===== config.mk =====
export PLATFORM = sky130hd
export DESIGN_NAME = demux_1x4_rr_sched
export DESIGN_NICKNAME = d
export VERILOG_FILES = /design/src/rtl/demux_1x4_rr_sched_pkg.sv /design/src/rtl/demux_1x4_rr_sched_rr_arb4.sv /design/src/rtl/demux_1x4_rr_sched.sv
export SDC_FILE = /design/constraint.sdc
export NUM_CORES = 1
export LEC_CHECK = 0
export ABC_AREA = 1
export BUFFER_PORTS_ARGS = -buffer_cell sky130_fd_sc_hd__buf_2
export CORE_UTILIZATION = 53
export CTS_CLUSTER_SIZE = 25
export DETAILED_ROUTE_END_ITERATION = 10
export PLACE_DENSITY_LB_ADDON = 0.25
export SLEW_MARGIN = 20
export SYNTH_ARGS = -nofsm -noshare
export SYNTH_HDL_FRONTEND = slang
export SYNTH_SLANG_ARGS = --single-unit

===== constraint.sdc =====
create_clock -name clk -period 2.5 [get_ports clk]
set_input_delay 0.375 -clock clk [delete_from_list [all_inputs] [get_ports clk]]
set_output_delay 0.375 -clock clk [all_outputs]
set_load 0.01 [all_outputs]

===== src/rtl/demux_1x4_rr_sched_pkg.sv =====
// Shared types for the credit-based round-robin demux scheduler.
package demux_sched_pkg;

  localparam int NUM_CH = 4;

  typedef logic [1:0] ch_idx_t;

  typedef enum logic [1:0] {
    IDLE = 2'd0,
    ARB  = 2'd1,
    SEND = 2'd2
  } sched_state_t;

endpackage


===== src/rtl/demux_1x4_rr_sched_rr_arb4.sv =====
// Combinational 4-way round-robin picker: zero latency, starts the search one past last_grant.
module rr_arb4
  import demux_sched_pkg::*;
(
  input  logic [NUM_CH-1:0] req,
  input  ch_idx_t           last_grant,
  output logic              grant_valid,
  output ch_idx_t           grant_idx
);

  ch_idx_t cand;

  // Walk offsets from farthest to nearest so the nearest requester is written last and wins.
  always_comb begin
    grant_valid = 1'b0;
    grant_idx   = last_grant;
    cand        = last_grant;
    for (int k = NUM_CH; k >= 1; k--) begin
      cand = last_grant + ch_idx_t'(k);
      if (req[cand]) begin
        grant_valid = 1'b1;
        grant_idx   = cand;
      end
    end
  end

endmodule


===== src/rtl/demux_1x4_rr_sched.sv =====
// Credit-based RR scheduler feeding a 1x4 demux: accept->strobe is 2 edges, in_ready low in ARB.
// Optional per-channel grant statistics under DEMUX_SCHED_STATS_EN.
module demux_1x4_rr_sched
  import demux_sched_pkg::*;
#(
  parameter int DATA_W  = 1,
  parameter int CREDITS = 4
) (
  input  logic              clk,
  input  logic              rst_n,
  input  logic              in_valid,
  output logic              in_ready,
  input  logic [DATA_W-1:0] in_data,
  input  logic [NUM_CH-1:0] credit_ret,
  output logic [1:0]        sel,
  output logic [DATA_W-1:0] out_data,
  output logic              out_valid,
  output logic [NUM_CH-1:0] ch_has_credit,
  output logic              err_ovf
`ifdef DEMUX_SCHED_STATS_EN
  ,
  input  logic [1:0]        stat_idx,
  output logic [15:0]       stat_count
`endif
);

  localparam logic [3:0] CRED_MAX = 4'(CREDITS);

  sched_state_t             state_q, state_d;
  logic [DATA_W-1:0]        hold_q, hold_d;
  ch_idx_t                  sel_q, sel_d;
  logic [DATA_W-1:0]        out_data_q, out_data_d;
  logic                     out_valid_q, out_valid_d;
  ch_idx_t                  last_grant_q, last_grant_d;
  logic [NUM_CH-1:0][3:0]   cnt_q, cnt_d;
  logic                     err_ovf_q, err_ovf_d;

  logic                     accept;
  logic                     grant_valid;
  ch_idx_t                  grant_idx;
  logic [NUM_CH-1:0]        grant_oh;

  always_comb begin
    for (int i = 0; i < NUM_CH; i++) begin
      ch_has_credit[i] = (cnt_q[i] != 4'd0);
    end
  end

  assign in_ready  = (state_q != ARB);
  assign accept    = in_valid & in_ready;
  assign sel       = sel_q;
  assign out_data  = out_data_q;
  assign out_valid = out_valid_q;
  assign err_ovf   = err_ovf_q;

  rr_arb4 u_arb (
    .req         (ch_has_credit),
    .last_grant  (last_grant_q),
    .grant_valid (grant_valid),
    .grant_idx   (grant_idx)
  );

  always_comb begin
    grant_oh = '0;
    if (state_q == ARB && grant_valid) begin
      grant_oh[grant_idx] = 1'b1;
    end
  end

  always_comb begin
    state_d      = state_q;
    hold_d       = hold_q;
    sel_d        = sel_q;
    out_data_d   = out_data_q;
    out_valid_d  = 1'b0;
    last_grant_d = last_grant_q;
    case (state_q)
      IDLE: begin
        if (accept) begin
          hold_d  = in_data;
          state_d = ARB;
        end
      end
      ARB: begin
        if (grant_valid) begin
          sel_d        = grant_idx;
          out_data_d   = hold_q;
          out_valid_d  = 1'b1;
          last_grant_d = grant_idx;
          state_d      = SEND;
        end
      end
      SEND: begin
        if (accept) begin
          hold_d  = in_data;
          state_d = ARB;
        end else begin
          state_d = IDLE;
        end
      end
      default: state_d = IDLE;
    endcase
  end

  // A grant and a return on the same channel cancel; a return to a full counter is an overflow.
  always_comb begin
    cnt_d     = cnt_q;
    err_ovf_d = err_ovf_q;
    for (int i = 0; i < NUM_CH; i++) begin
      if (grant_oh[i] && !credit_ret[i]) begin
        cnt_d[i] = cnt_q[i] - 4'd1;
      end else if (!grant_oh[i] && credit_ret[i]) begin
        if (cnt_q[i] >= CRED_MAX) begin
          err_ovf_d = 1'b1;
        end else begin
          cnt_d[i] = cnt_q[i] + 4'd1;
        end
      end
    end
  end

  always_ff @(posedge clk or negedge rst_n) begin
    if (!rst_n) begin
      state_q      <= IDLE;
      hold_q       <= '0;
      sel_q        <= 2'b00;
      out_data_q   <= '0;
      out_valid_q  <= 1'b0;
      last_grant_q <= 2'b11;
      cnt_q        <= {NUM_CH{CRED_MAX}};
      err_ovf_q    <= 1'b0;
    end else begin
      state_q      <= state_d;
      hold_q       <= hold_d;
      sel_q        <= sel_d;
      out_data_q   <= out_data_d;
      out_valid_q  <= out_valid_d;
      last_grant_q <= last_grant_d;
      cnt_q        <= cnt_d;
      err_ovf_q    <= err_ovf_d;
    end
  end

`ifdef DEMUX_SCHED_STATS_EN
  logic [NUM_CH-1:0][15:0] stat_q;

  always_ff @(posedge clk or negedge rst_n) begin
    if (!rst_n) begin
      stat_q <= '0;
    end else begin
      for (int i = 0; i < NUM_CH; i++) begin
        if (grant_oh[i] && stat_q[i] != 16'hFFFF) begin
          stat_q[i] <= stat_q[i] + 16'd1;
        end
      end
    end
  end

  assign stat_count = stat_q[stat_idx];
`endif

endmodule


Yosys cells after proc, flatten, opt, wreduce, memory -nomap -nowiden
Index checks and enable logic that the tools add are counted.
- bitwise operators: 1
- order comparisons: 10
- reduce and logical (&&, ||, !) cells: 35
- eq/ne operators: 9
- multiplexer cells: 48
- add/subtract/negate cells: 11
- operators by type and width (operator ; number):
    2-to-1 mux 4 bit ; 13
    2-to-1 mux 1 bit ; 24
    adder 4 x 1 -> 4 bit (second input constant) ; 4
    >= comparator 4 x 3 -> 1 bit (second input constant) ; 4
    nonzero test 4 bit ; 4
    subtractor 4 x 1 -> 4 bit (second input constant) ; 4
    < comparator 2 x 3 -> 1 bit (second input constant) ; 5
    AND reduction 2 bit ; 7
    != test 2 bit (second input constant) ; 6
    logical AND 1 bit ; 10
    2-to-1 mux 2 bit ; 5
    binary-select mux 1 bit (select 2 bit) ; 4
    logical NOT 1 bit ; 8
    nonzero test 2 bit ; 4
    one-hot mux 2 bit (3 select lines) ; 1
    adder 2 bit (second input constant) ; 2
    adder 2 x 1 -> 2 bit (second input constant) ; 1
    demux 1 bit (select 2 bit) ; 1
    equality test 2 x 1 -> 1 bit (second input constant) ; 1
    equality test 2 bit (second input constant) ; 1
    >= comparator 2 x 1 -> 1 bit (second input constant) ; 1
    logical NOT 2 bit ; 1
    != test 2 x 1 -> 1 bit (second input constant) ; 1
    OR reduction 2 bit ; 1
    bitwise AND 1 bit ; 1
- bits in registers: 26

Depth between registers and ports, before layout
- depth after elaboration: 24
- depth in mapped cells: 21
- mapped depth without buffers: 20

Hierarchy
From an unflattened synthesis, not the netlist that was laid out.
- cells, all modules: 260
- area total of the unflattened synthesis: 1969.4 um^2
- by module, submodules not included (module ; sequential area each (um^2) ; cells an instance ; times used ; area each (um^2)):
    demux_1x4_rr_sched ; 658.1 ; 214 ; 1 ; 1755.4
    rr_arb4 ; 0.0 ; 46 ; 1 ; 214.0

Worst setup path before layout
OpenSTA, ideal clock, no wires.
- path kind: register to register
- start: reg last_grant_q[0]
- end: reg cnt_q[7] (netlist bit)
- setup time: 125 ps
- setup slack: -118 ps
- buffers on the path: 1
- period minus slack after synthesis: 2618 ps
- arrival time: 2493 ps
- stages on the path, launching flop included: 19
- required time: 2375 ps
- cells stage by stage: dfstp_2 buf_6 xnor2_1 nand3_1 nand2_2 nand2_1 nand3_1 nand2_2 nand2_1 inv_1 ha_1 ha_1 nand2_1 nor2_1 a211oi_1 nand2_1 nand2_1 nor2_1 xor2_1
- longest elaborated chain between the ends: 15
- RTL lines (element ; RTL line ; text):
    from (decl) ; demux_1x4_rr_sched.sv:34 ; ch_idx_t last_grant_q, last_grant_d;
    from (signal assigned) ; demux_1x4_rr_sched.sv:138 ; last_grant_q <= last_grant_d;
    adder 2 bit ; demux_1x4_rr_sched_rr_arb4.sv:19 ; cand = last_grant + ch_idx_t'(k);
    binary-select mux 1 bit (select 2 bit) ; demux_1x4_rr_sched_rr_arb4.sv:20 ; if (req[cand]) begin
    2-to-1 mux 1 bit (not written as such) ; demux_1x4_rr_sched_rr_arb4.sv:20 ;
    2-to-1 mux 2 bit (3 in series) ; demux_1x4_rr_sched_rr_arb4.sv:20 ;
    < comparator 2 x 3 -> 1 bit (not written as such) or >= comparator 2 x 1 -> 1 bit (tied branches) ; demux_1x4_rr_sched.sv:66 ; grant_oh[grant_idx] = 1'b1;
    logical AND 1 bit (not written as such) ; demux_1x4_rr_sched.sv:66 ;
    2-to-1 mux 1 bit (not written as such) ; demux_1x4_rr_sched.sv:66 ;
    demux 1 bit (select 2 bit) ; demux_1x4_rr_sched.sv:66 ;
    2-to-1 mux 4 bit * ; demux_1x4_rr_sched.sv:65 ; if (state_q == ARB && grant_valid) begin
    logical NOT 1 bit ; demux_1x4_rr_sched.sv:112 ; end else if (!grant_oh[i] && credit_ret[i]) begin
    logical AND 1 bit ; demux_1x4_rr_sched.sv:112 ;
    nonzero test 2 bit (no source line) ; -- ;
    AND reduction 2 bit (no source line) ; -- ;
    to (signal assigned) ; demux_1x4_rr_sched.sv:130 ; cnt_q <= {NUM_CH{CRED_MAX}};
    to (signal assigned) ; demux_1x4_rr_sched.sv:139 ; cnt_q <= cnt_d;
    to (decl) ; demux_1x4_rr_sched.sv:35 ; logic [NUM_CH-1:0][3:0] cnt_q, cnt_d;
Mark *: on every way between the ends. The rest lies on a longest branch, timed or not. The select of a mux whose other input is x is not followed.
A chain may end at the register's enable or synchronous reset.

Final worst setup path
- start: reg last_grant_q[0]
- end: reg cnt_q[15] (netlist bit)
The elaborated chain is that of the path after synthesis.

==> summary.txt <==
Yosys
  – Syn Inst Count: 219
  – Synth Register Bits: 26
  – Post-synthesis mux area share: 0.631%
  – Sequential share of the synthesized area: 36.9%
  – Synth Warn #: 0
  – Post-synthesis compound-gate area fraction: 5.75%
  – Number of synthesized flops with an enable pin: 0
  – Synthesized area per cell: 8.15 µm²
  – Post-Syn Area: 0.00178 mm²
  – Yosys cell types: 26
  – Synth top area cells: dfrtp_1 28%, ha_1 11%, nand2_1 10%
  – Adder-cell share of the synthesized area: 15.7%
  – Post-synth ARST share: 100%
  – Area leader, netlist: dfrtp_1
  – Simple-Gate Fraction of Synth Area: 26.0%
  – Main combinational cell family by area after synthesis: simple AND/OR/NAND/NOR gates
  – Syn_nets: 247
  – Xor/xnor cell area share of the yosys netlist: 7.29%
  – Post-synth top cells: 48 x nand2_1, 30 x inv_1, 26 x nor2_1
  – Most common cell in the netlist: nand2_1
  – Top cell type's share of synthesized area: 28.1%
  – Top FF cell, synth: dfrtp_1

Placement
  – Hpwl dp: 3040 µm
  – IO buf count: 17
  – GP Congestion: 0.915
  – Placed instance area: 0.00233 mm²
  – Pre-CTS setup slack: -0.192 ns

Detailed routing
  – Via density: 5.96
  – Antenna-violating nets left: 0
  – Final WL: 7090 µm
  – DR vias: 2,056
  – Routed wire per std cell: 20.6 µm
  – Initial drt markers: 150
  – # DRC: 0
  – First-pass DRT Iterations: 5

Floorplanning
  – Die Wd: 60.0 µm
  – Die area: 0.00360 mm²
  – Top-Level Pins: 18
  – Core area: 0.00313 mm²
  – Vert. Die Dim: 60.0 µm
  – Initial Utilization: 57.0%
  – Row cnt: 20

Finish
  – Fill count: 116
  – Design area: 0.00283 mm²
  – Diodes inserted: 0
  – Syn-to-layout area delta: 58.5%
  – Multi-input logic area: 0.00137 mm²
  – Final net count: 330
  – FF+latch area: 658 µm²
  – Layout cell share with drive strength beyond 1: 54.2%

STA
  – Final TNS setup: -4.80 ns
  – Unrepaired setup endpoints after global routing: true
  – Actual slew at the worst max-slew pin: 0.620 ns
  – Slew Viols, Final: 0
  – Final period demand of the worst path: 3.02 ns
  – Setup ws final: -0.524 ns
  – Hold slack: 0.0220 ns
  – Fin crit share: 121%
  – Final setup fails: 17
  – Final Hold Viols: 0
  – Rel. slew slack: 58.6%
  – FMAX: 331 MHz
  – Clk_skew: 0.00481 ns

Power
  – VDD IR-drop max: 0.00119 V
  – Pwr Density: 1630 mW/mm²
  – Leakage: 1.38 nW

Setup path
  – CP Capture Type: flop
  – Classification of the worst setup path: flop to flop
  – Crit path top cell by count: nand2_2
  – Worst-path maximum fanout: 4
  – Crit path launch: last_grant_q[0]$_DFFE_PN1N_
  – Slowest CP cell: dfstp_2
  – Critical Path RT: 2.75 ns
  – CP arrival: 3.27 ns
  – Buf+Inv Stages, Crit Path: 3
  – Crit path launch type: flop
  – Cell Chain, Critical Path: buf_6 -> xor2_4 -> nand3_2 -> nand2_2 -> inv_4 -> nand2_4 -> nand2_8 -> nor2_4 -> nand2_2 -> inv_2 -> ha_4 -> ha_4 -> nand2_2 -> nor2_2 -> a211oi_2 -> nand2_1 -> nand2_2 -> nor2_2 -> xor2_1
  – Reg-to-Reg Start: last_grant_q[0]$_DFFE_PN1N_
  – Worst path top cell family by delay: simple AND/OR/NAND/NOR gates
  – Crit path largest cell delay: 0.62 ns

Hold path
  – Type of the worst min-delay path: input port to async pin

Run
  – MaxCap Viol Count: 0

CTS
  – Cts bufs inserted: 3
  – Clk_lat worst skew: 0.34 ns
  – Sink Count: 26
  – CTS Hold Bufs: 0
  – Clock Pin Slew Worst Setup and Hold Paths: 0.16 ns
  – H-tree lvl count: 1
  – CTS tree: done
  – Clock tree buffer depth: 2
  – Root Driver: clkbuf_4

Status
  – Status: complete, but fails checks
  – Failing checks: negative setup slack

GRT
  – Total GRT Usage: 32.4%
  – Global-route wire length before repair: 8460 µm
  – Vias in the first global route: 1,830
  – Largest net degree at the start of global routing: 27
  – Total grt overflow: 0
  – Initial antenna violation count: 0
-- stage by stage --
step	utilization [%]	power, mW	instances
after floorplan	-	2.05	219
after global placement	74.6	2.86	323
after detailed placement	74.6	2.94	323
after CTS	84.4	3.78	340
after global routing	90.4	4.79	345
final	90.4	4.62	345
-- layer usage --
metal	part of all wire, %	global-route usage [%]
met1	37	39.0
met2	50	58.9
met3	8.2	3.03
met4	5.3	12.6
met5	0	0
-- state kept, by name, indices dropped and copies added (netlist names) --
signal and flops:
sel 2, cnt_q 16, out_data 1, err_ovf 1, out_valid 1, last_grant_q 2, hold_q 1, state_q 2
-- placed cells by master, fill, tap and decap left out, types with 2 or more instances in the layout --
master | netlist | final
buf_4 | 0 | 59
nand2_1 | 48 | 39
inv_1 | 30 | 26
dfrtp_1 | 20 | 20
buf_2 | 0 | 17
nor2_1 | 26 | 14
nor2_2 | 4 | 12
nand3_2 | 0 | 12
xor2_1 | 11 | 11
ha_4 | 0 | 10
nand3_1 | 20 | 7
nand2_2 | 4 | 7
o21ai_1 | 1 | 7
nand2_4 | 1 | 6
dfstp_2 | 6 | 6
inv_2 | 2 | 5
nor2_4 | 1 | 5
ha_1 | 16 | 5
a211oi_2 | 0 | 4
o21ai_0 | 10 | 3
clkbuf_4 | 0 | 3
buf_6 | 1 | 3
a21oi_2 | 0 | 2
fa_1 | 4 | 2
fa_2 | 0 | 2
-- where the power goes --
part	switching (mW)	internal (mW)
logic	1.96	1.55
clock network	0.142	0.162
registers	0.166	0.636
total	2.27	2.35
-- final cells by class --
type	instances	area share, %
multi-input combinational	159	48.3
sequential	26	23.3
timing repair buffer	79	19.9
inverter	33	4.73
tap	44	1.95
clock inverter	1	1.06
clock buffer	3	0.796
-- logic make-up (layout without fill, tap and decap cells) --
family,Yosys count,in the layout
AOI/OAI and AO/OA,18,18
xor gates and xnor gates,14,14
adders and majority gates,20,20
buffers and inverters,34,116
DFF,26,26
muxes,1,1
and+or+nand+nor,106,106
-- what timing repair did --
item	4_1_cts	5_1_grt
gates resized for setup	38	39
endpoints found under the setup margin	15	16
endpoints found under the hold margin	0	0
pin swaps	23	12
buffers inserted	13	5
-- final timing paths --
check / endpoint / slack [ns] / cells past startpoint
max: cnt_q[15]$_DFFE_PN0P_ / -0.52 / 19
min: cnt_q[7]$_DFFE_PN0P_ / 0.02 / 1
max reg2reg: cnt_q[15]$_DFFE_PN0P_ / -0.52 / 19
min reg2reg: sel[1]$_DFFE_PN0N_ / 0.52 / 2
max in group asynchronous: out_valid$_DFF_PN0_ / 2.07 / 1
min in group clk: hold_q$_DFFE_PN0P_ / 0.27 / 2
Power figures use the tool's default switching activity.
